--- src/rtl/pipe_hazard_ctrl_if.sv ---
// Pipeline-side signal bundle for pipe_hazard_ctrl: ID-stage inputs, hazard and flush controls,
// forwarding selects and event counters. The controller uses the slave view.
interface pipe_hazard_ctrl_if #(
    parameter int unsigned CNT_W = 16
) ();
    logic [31:0]      id_instr;
    logic             id_valid;
    logic             id_jump;
    logic             exe_branch_taken;
    logic             stall;
    logic             flush_if;
    logic             flush_id;
    logic [1:0]       fwd_a;
    logic [1:0]       fwd_b;
    logic [CNT_W-1:0] stall_count;
    logic [CNT_W-1:0] flush_count;
    logic [1:0]       state;

    modport master (
        output id_instr, id_valid, id_jump, exe_branch_taken,
        input  stall, flush_if, flush_id, fwd_a, fwd_b, stall_count, flush_count, state
    );

    modport slave (
        input  id_instr, id_valid, id_jump, exe_branch_taken,
        output stall, flush_if, flush_id, fwd_a, fwd_b, stall_count, flush_count, state
    );
endinterface

--- src/rtl/pipe_hazard_ctrl.sv ---
// 5-stage MIPS hazard controller: load-use/RAW stall, branch/jump flush, optional forwarding.
// Define PIPE_HAZARD_FORWARD_EN to enable EX/MEM and MEM/WB forwarding selects.
module pipe_hazard_ctrl #(
    parameter int unsigned CNT_W = 16
) (
    input logic              clk,
    input logic              rst,
    pipe_hazard_ctrl_if.slave bus
);

    typedef enum logic [1:0] {
        StRun   = 2'b00,
        StStall = 2'b01,
        StFlush = 2'b10
    } state_e;

    state_e state_q, state_d;

    logic [5:0] op;
    logic [4:0] rs, rt, rd, dst;
    logic       use_rs, use_rt, is_load;
    logic       rs_live, rt_live;
    logic       ex_hit_rs, ex_hit_rt, mem_hit_rs, mem_hit_rt;
    logic       hazard, stall, flush, ld_ex;

    // Scoreboard entries for instructions in EX, MEM and WB.
    logic       ex_valid_q, mem_valid_q, wb_valid_q;
    logic [4:0] ex_dst_q, mem_dst_q, wb_dst_q;
    logic       ex_load_q, mem_load_q, wb_load_q;

    logic [CNT_W-1:0] stall_cnt_q, stall_cnt_d, flush_cnt_q, flush_cnt_d;

    assign op = bus.id_instr[31:26];
    assign rs = bus.id_instr[25:21];
    assign rt = bus.id_instr[20:16];
    assign rd = bus.id_instr[15:11];

    always_comb begin
        use_rs  = 1'b0;
        use_rt  = 1'b0;
        is_load = 1'b0;
        dst     = 5'd0;
        case (op)
            6'h00: begin use_rs = 1'b1; use_rt = 1'b1; dst = rd; end
            6'h23: begin use_rs = 1'b1; dst = rt; is_load = 1'b1; end
            6'h08: begin use_rs = 1'b1; dst = rt; end
            6'h2B, 6'h04, 6'h05: begin use_rs = 1'b1; use_rt = 1'b1; end
            default: ;
        endcase
    end

    // $0 is never a hazard source; entries only become valid with a nonzero dst.
    assign rs_live    = bus.id_valid & use_rs & (rs != 5'd0);
    assign rt_live    = bus.id_valid & use_rt & (rt != 5'd0);
    assign ex_hit_rs  = rs_live & ex_valid_q & (ex_dst_q == rs);
    assign ex_hit_rt  = rt_live & ex_valid_q & (ex_dst_q == rt);
    assign mem_hit_rs = rs_live & mem_valid_q & (mem_dst_q == rs);
    assign mem_hit_rt = rt_live & mem_valid_q & (mem_dst_q == rt);

`ifdef PIPE_HAZARD_FORWARD_EN
    assign hazard = ex_load_q & (ex_hit_rs | ex_hit_rt);
`else
    assign hazard = ex_hit_rs | ex_hit_rt | mem_hit_rs | mem_hit_rt;
`endif

    // A taken branch overrides any hazard; detection is muted for the cycle after a flush.
    assign flush = rst & bus.exe_branch_taken;
    assign stall = rst & hazard & ~bus.exe_branch_taken & (state_q != StFlush);
    assign ld_ex = bus.id_valid & ~stall & ~flush;

    always_comb begin
        state_d     = state_q;
        stall_cnt_d = stall_cnt_q;
        flush_cnt_d = flush_cnt_q;
        if (bus.exe_branch_taken) begin
            state_d = StFlush;
        end else begin
            case (state_q)
                StRun:   if (stall) state_d = StStall;
                StStall: if (!stall) state_d = StRun;
                StFlush: state_d = StRun;
                default: state_d = StRun;
            endcase
        end
        if (stall && (stall_cnt_q != {CNT_W{1'b1}})) stall_cnt_d = stall_cnt_q + CNT_W'(1);
        if (flush && (flush_cnt_q != {CNT_W{1'b1}})) flush_cnt_d = flush_cnt_q + CNT_W'(1);
    end

    always_ff @(posedge clk) begin
        if (!rst) begin
            state_q     <= StRun;
            ex_valid_q  <= 1'b0;
            mem_valid_q <= 1'b0;
            wb_valid_q  <= 1'b0;
            ex_dst_q    <= 5'd0;
            mem_dst_q   <= 5'd0;
            wb_dst_q    <= 5'd0;
            ex_load_q   <= 1'b0;
            mem_load_q  <= 1'b0;
            wb_load_q   <= 1'b0;
            stall_cnt_q <= '0;
            flush_cnt_q <= '0;
        end else begin
            state_q     <= state_d;
            ex_valid_q  <= ld_ex & (dst != 5'd0);
            ex_dst_q    <= dst;
            ex_load_q   <= ld_ex & is_load;
            mem_valid_q <= ex_valid_q;
            mem_dst_q   <= ex_dst_q;
            mem_load_q  <= ex_load_q;
            wb_valid_q  <= mem_valid_q;
            wb_dst_q    <= mem_dst_q;
            wb_load_q   <= mem_load_q;
            stall_cnt_q <= stall_cnt_d;
            flush_cnt_q <= flush_cnt_d;
        end
    end

`ifdef PIPE_HAZARD_FORWARD_EN
    logic [1:0] fwd_a_q, fwd_b_q;

    // Newest producer wins: EX/MEM ALU result over MEM/WB data.
    function automatic logic [1:0] fwd_sel(input logic ex_hit, input logic ex_load,
                                           input logic mem_hit);
        if (ex_hit && !ex_load) return 2'b10;
        if (mem_hit) return 2'b01;
        return 2'b00;
    endfunction

    always_ff @(posedge clk) begin
        if (!rst) begin
            fwd_a_q <= 2'b00;
            fwd_b_q <= 2'b00;
        end else begin
            fwd_a_q <= ld_ex ? fwd_sel(ex_hit_rs, ex_load_q, mem_hit_rs) : 2'b00;
            fwd_b_q <= ld_ex ? fwd_sel(ex_hit_rt, ex_load_q, mem_hit_rt) : 2'b00;
        end
    end

    assign bus.fwd_a = fwd_a_q;
    assign bus.fwd_b = fwd_b_q;
`else
    assign bus.fwd_a = 2'b00;
    assign bus.fwd_b = 2'b00;
`endif

    // WB entry and low instruction bits are tracked but not consulted.
    logic unused_sb;
    assign unused_sb = ^{wb_valid_q, wb_dst_q, wb_load_q, mem_load_q, ex_load_q,
                         bus.id_instr[10:0]};

    assign bus.stall       = stall;
    assign bus.flush_if    = rst & (bus.exe_branch_taken | (bus.id_jump & ~stall));
    assign bus.flush_id    = flush;
    assign bus.stall_count = stall_cnt_q;
    assign bus.flush_count = flush_cnt_q;
    assign bus.state       = state_q;

endmodule

--- src/flat_wrapper.sv ---
// flat-port wrapper written by rule: the top's interface ports become plain ports
module pipe_hazard_ctrl_flat 
#(
    parameter int unsigned CNT_W = 16
)
  (clk, rst, bus_id_instr, bus_id_valid, bus_id_jump, bus_exe_branch_taken, bus_stall, bus_flush_if, bus_flush_id, bus_fwd_a, bus_fwd_b, bus_stall_count, bus_flush_count, bus_state);
  pipe_hazard_ctrl_if #(.CNT_W(CNT_W)) bus_i ();
  input logic clk;
  input logic rst;
  input wire logic [$bits(bus_i.id_instr)-1:0] bus_id_instr;
  input wire logic [$bits(bus_i.id_valid)-1:0] bus_id_valid;
  input wire logic [$bits(bus_i.id_jump)-1:0] bus_id_jump;
  input wire logic [$bits(bus_i.exe_branch_taken)-1:0] bus_exe_branch_taken;
  output wire logic [$bits(bus_i.stall)-1:0] bus_stall;
  output wire logic [$bits(bus_i.flush_if)-1:0] bus_flush_if;
  output wire logic [$bits(bus_i.flush_id)-1:0] bus_flush_id;
  output wire logic [$bits(bus_i.fwd_a)-1:0] bus_fwd_a;
  output wire logic [$bits(bus_i.fwd_b)-1:0] bus_fwd_b;
  output wire logic [$bits(bus_i.stall_count)-1:0] bus_stall_count;
  output wire logic [$bits(bus_i.flush_count)-1:0] bus_flush_count;
  output wire logic [$bits(bus_i.state)-1:0] bus_state;
  assign bus_i.id_instr = bus_id_instr;
  assign bus_i.id_valid = bus_id_valid;
  assign bus_i.id_jump = bus_id_jump;
  assign bus_i.exe_branch_taken = bus_exe_branch_taken;
  assign bus_stall = bus_i.stall;
  assign bus_flush_if = bus_i.flush_if;
  assign bus_flush_id = bus_i.flush_id;
  assign bus_fwd_a = bus_i.fwd_a;
  assign bus_fwd_b = bus_i.fwd_b;
  assign bus_stall_count = bus_i.stall_count;
  assign bus_flush_count = bus_i.flush_count;
  assign bus_state = bus_i.state;
  pipe_hazard_ctrl #(.CNT_W(CNT_W)) u_core (.clk(clk), .rst(rst), .bus(bus_i));
endmodule
--- config.mk ---
export PLATFORM = sky130hd
export DESIGN_NAME = pipe_hazard_ctrl_flat
export DESIGN_NICKNAME = d
export VERILOG_FILES = /design/src/rtl/pipe_hazard_ctrl_if.sv /design/src/rtl/pipe_hazard_ctrl.sv /design/src/flat_wrapper.sv
export SDC_FILE = /design/constraint.sdc
export NUM_CORES = 1
export LEC_CHECK = 0
export CAP_MARGIN = 10
export CORE_MARGIN = 2
export CORE_UTILIZATION = 42
export DETAILED_ROUTE_END_ITERATION = 12
export HOLD_SLACK_MARGIN = 0.15
export PLACE_DENSITY = 0.86
export SYNTH_ARGS = -nofsm -noshare
export SYNTH_HDL_FRONTEND = slang
export SYNTH_SLANG_ARGS = --single-unit
--- constraint.sdc ---
create_clock -name clk -period 3.5 [get_ports clk]
set_input_delay 1.05 -clock clk [delete_from_list [all_inputs] [get_ports clk]]
set_output_delay 1.05 -clock clk [all_outputs]
set_load 0.1 [all_outputs]
# Yosys cells after proc, flatten, opt, wreduce, memory -nomap -nowiden
# Index checks and enable logic that the tools add are counted.
# W data, S select, Z words.
totals:
  ff_bits: 46
  output_inout_bits: 41
op_classes:
  n_eq_ne: 17
  n_bitwise: 29
  reduce_logical: 13
  addsub: 2
  muxes: 7
op_table:
  columns: ["operator", "n"]
  rows:
  - ["$add A16 B1 Y16 const B", 2]
  - ["$ne A16 B16 Y1 const B", 2]
  - ["$and A1 B1 Y1", 21]
  - ["$eq A5 B5 Y1", 4]
  - ["$reduce_bool A5 Y1", 3]
  - ["$eq A6 B3 Y1 const B", 2]
  - ["$eq A6 B6 Y1 const B", 2]
  - ["$pmux W5 S2", 1]
  - ["$eq A6 B4 Y1 const B", 1]
  - ["$logic_not A6 Y1", 1]
  - ["$mux W2", 3]
  - ["$reduce_or A6 Y1", 1]
  - ["$ne A2 B2 Y1 const B", 2]
  - ["$not A1 Y1", 4]
  - ["$or A1 B1 Y1", 4]
  - ["$pmux W2 S2", 1]
  - ["$reduce_and A2 Y1", 2]
  - ["$reduce_or A2 Y1", 2]
  - ["$reduce_or A4 Y1", 1]
  - ["$ne A3 B2 Y1 const B", 1]
  - ["$ne A3 B3 Y1 const B", 1]
  - ["$eq A2 B1 Y1 const B", 1]
  - ["$logic_and A1 B1 Y1", 2]
  - ["$logic_not A2 Y1", 1]
  - ["2 further kinds", 3]

# Logic depth before layout (Yosys ltp)
# Gate-level depths: netlist of run 1.
logic_depth:
  word_depth: 17
  mapped_depth: 9

# Worst setup path after synthesis of run 1
# OpenSTA, ideal clock, no wires.
synth_timing:
  path_kind: "input -> output"
  start: "in bus_id_instr[27]"
  end: "out bus_stall"
  stages: 5
  t_arrival_ns: 3.770
  required_ns: 2.450
  path_buffers: 0
  slack_ns: -1.320
  cell_sequence: "or4b_4 > a211oi_4 > and3_1 > a21boi_2 > a21oi_1"
synth_via:
  elab_chain_len: 13
  word_cells_on_any_way: 28
  classes_between: "5 x eq/ne; 2 x mux; 18 x bitwise; 3 x reduce/logical"
synth_rtl:
  columns: ["item", "line_no", "source"]
  rows:
  - ["start, declared", "flat_wrapper.sv:10", "input wire logic [$bits(bus_i.id_instr)-1:0] bus_id_instr;"]
  - ["$eq A6 B4 Y1 (tied with other cells)", "pipe_hazard_ctrl.sv:43", "case (op)"]
  - ["$reduce_or A6 Y1 (no source line) / $reduce_or A4 Y1 (equally long branches)", null, null]
  - ["$mux W1", "pipe_hazard_ctrl.sv:43", null]
  - ["$and A1 B1 Y1 (on tied branches) (2 in series)", "pipe_hazard_ctrl.sv:53, pipe_hazard_ctrl.sv:54", null]
  - ["$and A1 B1 Y1 (on tied branches) (2 in series)", "pipe_hazard_ctrl.sv:55, pipe_hazard_ctrl.sv:56", null]
  - ["$or A1 B1 Y1 (2 in series)", "pipe_hazard_ctrl.sv:63", "assign hazard = ex_hit_rs | ex_hit_rt | mem_hit_rs | mem_hit_rt;"]
  - ["$or A1 B1 Y1 *", "pipe_hazard_ctrl.sv:63", null]
  - ["$and A1 B1 Y1 * (3 in series)", "pipe_hazard_ctrl.sv:68", "assign stall = rst & hazard & ~bus.exe_branch_taken & (state_q != StFlush);"]
  - ["end, declared", "flat_wrapper.sv:14", "output wire logic [$bits(bus_i.stall)-1:0] bus_stall;"]
# Every way passes the cells marked *; elsewhere a longest branch is shown, timed or not.

# Worst setup path in the final report of run 1
layout_timing:
  start: "in bus_id_instr[26]"
  end: "out bus_flush_if"
layout_via:
  elab_chain_len: 17
  word_cells_on_any_way: 32
  classes_between: "5 x eq/ne; 2 x mux; 22 x bitwise; 3 x reduce/logical"
layout_rtl:
  columns: ["item", "line_no", "source"]
  rows:
  - ["$eq A6 B4 Y1 (tied with other cells)", "pipe_hazard_ctrl.sv:43", null]
  - ["$reduce_or A6 Y1 (no source line) / $reduce_or A4 Y1 (equally long branches)", null, null]
  - ["$mux W1", "pipe_hazard_ctrl.sv:43", null]
  - ["$and A1 B1 Y1 (on tied branches) (2 in series)", "pipe_hazard_ctrl.sv:53, pipe_hazard_ctrl.sv:54", null]
  - ["$and A1 B1 Y1 (on tied branches) (2 in series)", "pipe_hazard_ctrl.sv:55, pipe_hazard_ctrl.sv:56", null]
  - ["$or A1 B1 Y1 (2 in series)", "pipe_hazard_ctrl.sv:63", null]
  - ["$or A1 B1 Y1 *", "pipe_hazard_ctrl.sv:63", null]
  - ["$and A1 B1 Y1 * (3 in series)", "pipe_hazard_ctrl.sv:68", null]
  - ["$not A1 Y1 *", "pipe_hazard_ctrl.sv:153", "assign bus.flush_if = rst & (bus.exe_branch_taken | (bus.id_jump & ~stall));"]
  - ["$and A1 B1 Y1 *", "pipe_hazard_ctrl.sv:153", null]
  - ["$or A1 B1 Y1 *", "pipe_hazard_ctrl.sv:153", null]
  - ["$and A1 B1 Y1 *", "pipe_hazard_ctrl.sv:153", null]
  - ["end, declared", "flat_wrapper.sv:15", "output wire logic [$bits(bus_i.flush_if)-1:0] bus_flush_if;"]
# Marks and branches as above.

==> impl_results.md, run 1 <==
* Bufs and invs on worst path at 2
* YS warnings at 0
* Mean Syn Cell Area at 8.68 µm²
* Peak VDD IR at 0.000272 V
* Cells after synthesis at 277
* Core ar. at 5510 µm²
* First-pass GRT wire length at 10.3 mm
* Longest Clk Path Bufs at 2
* Post-synthesis sequential area ratio at 38.3%
* Total grt overflow at 0
* CTS Buf Count at 5
* Main synth FF type: dfxtp_1
* DP Area at 3260 µm²
* Vias at 2,314
* Final Max Slew Viols at 0
* Hold slack at 0.477 ns
* Seq pwr share at 48.9%
* Synthesis-stage register bit count at 46
* Most common cell in the netlist: dfxtp_1
* RSZ-0062 raised after global routing: yes
* Layout Nets at 408
* Initial Util at 43.7%
* Area Overhead vs Synth at 42.6%
* Area contributors post-synth: dfxtp_1 (38%), xnor2_1 (8.4%), nand2_1 (3.9%)
* GR Util All Layers at 19.9%
* Wirelength, routed at 6.15 mm
* Die Y at 79.7 µm
* H-tree depth at 2
* Wire length per cell at 13.9 µm
* Slowest-stage cell, CP: or4b_4
* Number of cell rows at 27
* Fmax at 272 MHz
* Failing checks: negative setup slack
* Die width at 79.7 µm
* Share of post-route cells with drive strength above 1 at 25.9%
* Fraction of registers with async set/reset at 0%
* CTS tree: yes
* Multi-input logic area at 1460 µm²
* EDFF count, synth at 0
* Synth area leader: dfxtp_1
* Post-synth cell types at 49
* Sw frac at 26.3%
* # fillers at 453
* Min-delay worst type: reg -> reg
* Setup crit end kind: output port
* CP Cell Sequence: buf_6 -> or4b_4 -> a211oi_4 -> o2111ai_2 -> o21a_1 -> a21oi_4 -> nor2_4 -> buf_12
* Post-route ant nets at 0
* Hold path start: u_core.bus.state[1]
* Synth top area share at 38.3%
* Drc violations at 0
* Top Family by Delay on Critical Path: compound AO/OA/AOI/OAI gates
* Skew final at 0.0109 ns
* Antenna violations before repair at 0
* Via/cell ratio at 5.24
* Arrival time at the worst endpoint at 2.62 ns
* P_sw at 286 µW
* Root buf cell: clkbuf_8
* Drt pass-1 iters at 4
* Leakage at 0.00141 µW
* Final setup violation count at 2
* Nature of the critical path startpoint: primary input
* Clk_lat worst skew at 0.30 ns
* GPL Wtd Cong at 0.877
* Power per Cell Area at 317 nW/µm²
* Final WS setup at -0.172 ns
* Final HPWL DP at 4.51 mm
* Comb power frac at 14.9%
* Max FO, Critical Path at 3
* Setup TNS at -0.318 ns
* Boundary pin count at 78
* Die footprint at 6350 µm²
* Utilization after layout at 62.3%
* Design area at 3430 µm²
* Number of global-route vias before repair at 2,339
* Critical path startpoint: bus_id_instr[26]
* Pre-CTS setup slack at -0.556 ns
* Clock Sinks at 46
* Status: complete, but fails checks
* Worst-path clk slew at 0.09 ns
* Crit path required time at 2.45 ns
* Reg-to-Reg Start: u_core.bus.stall_count[3]
* Mapped cell area at 2400 µm²
* Crit-path max cell delay at 0.54 ns
* Storage element area at 921 µm²
* Kind of critical path: in -> out
* Top cells by count, synth: dfxtp_1 (46), nand2_1 (25), nor2_1 (23), xnor2_1 (23), nand4_1 (15)
* Max_cap viols at 0
* Largest net degree at the start of global routing at 31
* Clk network pwr share at 36.3%
* DRT iter0 DRCs at 168
* PortBufs at 62
* Crit share post-route at 105%
* Pint at 801 µW
* # diodes at 0
* Hold Fails Final Rpt at 0
* Post-route minimum period at 3.67 ns
what timing repair did:
action / in CTS / in global routing
hold endpoints to repair: 0 / 0
hold buffers: 0 / 0
gates cloned: 0 / 0
setup endpoints to repair: 2 / 3
resized for setup: 33 / 6
setup buffers: 3 / 1
pin swaps: 11 / 6
per-layer routing:
layer | GRT usage (%) | wire, µm | vias up | part of all wire, %
met5 | 0 | 0 | - | 0
met4 | 4.31 | 36 | 0 | 0.59
met3 | 3.73 | 263 | 5 | 4.3
met2 | 36.3 | 3110 | 49 | 50
met1 | 24.0 | 2740 | 1096 | 45
li1 | - | - | 1164 | -
worst paths after layout:
kind                                     to  slack [ns]  depth (start not counted)
hold / removal          u_core.bus.state[0]        0.48                          1
setup reg to reg  u_core.bus.stall_count[9]        1.19                          8
hold reg to reg         u_core.bus.state[0]        0.48                          1
setup / recovery               bus_flush_if       -0.17                          8
metrics by stage:
| step | power, µW | std cells |
|---|---|---|
| after floorplan | 635 | 280 |
| after global placement | 703 | 430 |
| after detailed placement | 706 | 430 |
| after CTS | 1090 | 441 |
| after global routing | 1130 | 442 |
| final | 1090 | 442 |
cells by family (layout without fill, tap and decap cells):
| family | Yosys count | count (layout) | synth area share [%] |
|---|---|---|---|
| DFF | 46 | 46 | 38.3 |
| adders and majority gates | 2 | 2 | 1.04 |
| muxes | 5 | 5 | 2.08 |
| buffers and inverters | 22 | 112 | 4.37 |
| AOI/OAI and AO/OA | 47 | 47 | 15.1 |
| xor gates and xnor gates | 32 | 32 | 11.7 |
| other | 1 | 4 | 0.156 |
| and+or+nand+nor | 122 | 122 | 27.3 |
power groups by stage:
stage / sequential, µW / clock (µW) / combinational [µW]
6_report: 531 / 394 / 162
5_1_grt: 532 / 424 / 171
4_1_cts: 531 / 403 / 160
3_5_place_dp: 543 / 0 / 163
3_3_place_gp: 543 / 0 / 159
2_1_floorplan: 563 / 0 / 71.7
final cells by class:
cell class	count	area share, %
Timing Repair Buffer	95	23.6
Multi-Input combinational cell	212	42.6
Clock buffer	5	2.01
Clock inverter	3	1.31
Tap cell	72	2.63
Sequential cell	46	26.9
Inverter	9	0.985
cell usage in the layout (no fill, tap or decap), types with 3 or more instances in the layout:
cell	instances
dlygate4sd2_1	12
a22oi_1	5
o41ai_1	4
conb_1	4
nand3b_1	3
a21oi_1	8
nand4_1	15
o311ai_1	4
and2_1	9
buf_4	66
clkdlybuf4s50_1	6
and4_1	5
xnor2_1	21
and3_1	11
buf_12	4
clkbuf_8	5
xor2_1	9
nand2_1	25
nor2_1	22
mux2i_1	5
nand3_1	12
inv_1	9
dfxtp_1	46
nand2b_1	9
dlymetal6s2s_1	3
o21ai_1	3
state kept, by name (all words and copies together) (netlist names):
signal and count:
u_core.bus.flush_count 16, u_core.ex_dst_q 5, u_core.mem_valid_q 1, u_core.mem_dst_q 5
u_core.bus.stall_count 16, u_core.bus.state 2, u_core.ex_valid_q 1
Power figures use the tool's default switching activity.
==> run 2: changes to the inputs <==
CTS_BUF_LIST = sky130_fd_sc_hd__clkbuf_4 sky130_fd_sc_hd__clkbuf_8 sky130_fd_sc_hd__clkbuf_16   (was default)
PLACE_DENSITY = 0.75   (was 0.86)
==> impl_results.md, run 2 (synthesized netlist as in run 1, its figures left out) <==
* Status: complete, but fails checks (unchanged)
* Failing checks: negative setup slack (unchanged)
* Share of post-route cells with drive strength above 1 at 27.7% (was 25.9%)
* Via/cell ratio at 5.22 (was 5.24)
* Hold Path Depth at 1 (unchanged)
* Hold Fails Final Rpt at 0 (unchanged)
* Core ar. at 5510 µm² (unchanged)
* Reg-to-Reg Start: u_core.bus.stall_count[2] (was u_core.bus.stall_count[3])
* Final HPWL DP at 4.50 mm (was 4.51 mm)
* Drt pass-1 iters at 4 (unchanged)
* Die footprint at 6350 µm² (unchanged)
* Min-delay worst type: reg -> reg (unchanged)
* Final WS setup at -0.200 ns (was -0.172 ns)
* Crit-path max cell delay at 0.55 ns (was 0.54 ns)
* Comb power frac at 16.0% (was 14.9%)
* Most common cell after layout, fill and taps aside: buf_4 (unchanged)
* CTS Buf Count at 5 (unchanged)
* Clk network pwr share at 32.6% (was 36.3%)
* H-tree depth at 2 (unchanged)
* P_sw at 283 µW (was 286 µW)
* GR Util All Layers at 19.8% (was 19.9%)
* Crit share post-route at 106% (was 105%)
* Antenna violations before repair at 0 (unchanged)
* First-pass GRT wire length at 10.0 mm (was 10.3 mm)
* Hold Buf Count CTS at 0 (unchanged)
* Max FO, Critical Path at 3 (unchanged)
* Storage element area at 921 µm² (unchanged)
* Wire length per cell at 13.5 µm (was 13.9 µm)
* Setup crit end kind: output port (unchanged)
* Post-route ant nets at 0 (unchanged)
* Seq pwr share at 51.4% (was 48.9%)
* Multi-input logic area at 1470 µm² (was 1460 µm²)
* RSZ-0062 raised after global routing: yes (unchanged)
* Vias at 2,339 (was 2,314)
* Root buf cell: clkbuf_8 (unchanged)
* Hold path start: u_core.bus.state[1] (unchanged)
* Boundary pin count at 78 (unchanged)
* Die Y at 79.7 µm (unchanged)
* Clock Sinks at 46 (unchanged)
* Max_cap viols at 0 (unchanged)
* Nature of the critical path startpoint: primary input (unchanged)
* Power consumption at 1030 µW (was 1090 µW)
* Number of cell rows at 27 (unchanged)
* Clk_lat worst skew at 0.30 ns (about the same)
* # fillers at 484 (was 453)
* Sw frac at 27.4% (was 26.3%)
* DRT iter0 DRCs at 136 (was 168)
* Slowest-stage cell, CP: or4b_4 (unchanged)
* Skew final at 0.0114 ns (was 0.0109 ns)
* CP Cell Sequence: buf_8 -> or4b_4 -> a211oi_4 -> buf_4 -> and3_4 -> a21boi_4 -> a21oi_4 -> buf_12 (was buf_6 -> or4b_4 -> a211oi_4 -> o2111ai_2 -> o21a_1 -> a21oi_4 -> nor2_4 -> buf_12)
* Longest Clk Path Bufs at 2 (unchanged)
* Critical path startpoint: bus_id_instr[27] (was bus_id_instr[26])
* GPL Wtd Cong at 0.890 (was 0.877)
* CTS tree: yes (unchanged)
* PortBufs at 62 (unchanged)
* Power per Cell Area at 299 nW/µm² (was 317 nW/µm²)
* Die width at 79.7 µm (unchanged)
* R2R cell count at 8 (unchanged)
* R2R Path End: u_core.bus.stall_count[9] (unchanged)
* Largest net degree at the start of global routing at 31 (unchanged)
* Most frequent cells in the layout: buf_4 (71), dfxtp_1 (46), nand2_1 (25), xnor2_1 (22), nor2_1 (22) (was buf_4 (66), dfxtp_1 (46), nand2_1 (25), nor2_1 (22), xnor2_1 (21))
* Arrival time at the worst endpoint at 2.65 ns (was 2.62 ns)
* Register-to-register setup slack at 1.13 ns (was 1.19 ns)
* Pint at 751 µW (was 801 µW)
* Leakage at 0.00142 µW (was 0.00141 µW)
* Worst-path clk slew at 0.08 ns (was 0.09 ns)
* Number of global-route vias before repair at 2,161 (was 2,339)
* Peak VDD IR at 0.000222 V (was 0.000272 V)
* # diodes at 0 (unchanged)
* Fmax at 270 MHz (was 272 MHz)
* Post-route minimum period at 3.70 ns (was 3.67 ns)
* Drc violations at 0 (unchanged)
* Total grt overflow at 0 (unchanged)
* Setup TNS at -0.328 ns (was -0.318 ns)
* Wirelength, routed at 6.07 mm (was 6.15 mm)
* Final setup violation count at 2 (unchanged)
* WHS Endpoint: u_core.bus.state[0] (unchanged)
* Crit path required time at 2.45 ns (about the same)
* Final Max Slew Viols at 0 (unchanged)
* Layout Nets at 414 (was 408)
* Pre-CTS setup slack at -0.605 ns (was -0.556 ns)
* Area Overhead vs Synth at 43.8% (was 42.6%)
* Kind of critical path: in -> out (unchanged)
* Initial Util at 43.7% (unchanged)
[run 2: worst max path at each step]
stage                            to  slack [ns]
final                     bus_stall       -0.20
after global routing      bus_stall       -0.27
after CTS                 bus_stall       -0.23
after detailed placement  bus_stall       -0.60
after global placement    bus_stall       -0.56
after floorplan           bus_stall       -0.36
[run 2: worst max-delay path: cells and delay by family]
| kind | cells | cell delay, ns |
|---|---|---|
| simple gates | 2 | 0.73 |
| compound gates | 3 | 0.43 |
| buf+inv | 3 | 0.44 |
[run 2: power groups by stage]
stage / Sequential, µW / Combinational [µW] / Clock [µW]
after detailed placement: 544 / 163 / 0
after global routing: 532 / 175 / 371
after floorplan: 563 / 71.7 / 0
after global placement: 544 / 160 / 0
final: 532 / 165 / 337
after CTS: 531 / 161 / 345
[run 2: stage by stage]
step	hold slack (ns)	std cells	utilization (%)	area (µm²)
final	0.471	448	62.8	3460
after global routing	0.500	448	62.8	3460
after CTS	0.471	444	62.0	3410
after detailed placement	0.459	431	59.4	3270
after global placement	0.459	431	59.4	3270
after floorplan	0.452	280	-	2460
[run 2: metal layers]
metal | vias up | share of wire [%] | track usage, %
met5 | - | 0 | 0
met4 | 0 | 1.4 | 6.03
met3 | 11 | 6.0 | 5.54
met2 | 61 | 47 | 32.1
met1 | 1094 | 45 | 25.4
li1 | 1173 | - | -
[run 2: cell type report]
class / instances / share of cell area [%]
well taps: 72 / 2.61
clock inverters: 2 / 0.362
inverters: 9 / 0.977
clock buffers: 6 / 2.39
repair buffers: 101 / 24.6
flip-flops and latches: 46 / 26.6
multi-input cells: 212 / 42.4
[run 2: repair_timing]
| action | 4_1_cts | 5_1_grt |
|---|---|---|
| buffers inserted | 5 | 4 |
| pin swaps | 8 | 7 |
| endpoints found under the setup margin | 2 | 3 |
| endpoints found under the hold margin | 0 | 0 |
| gates resized for setup | 36 | 6 |
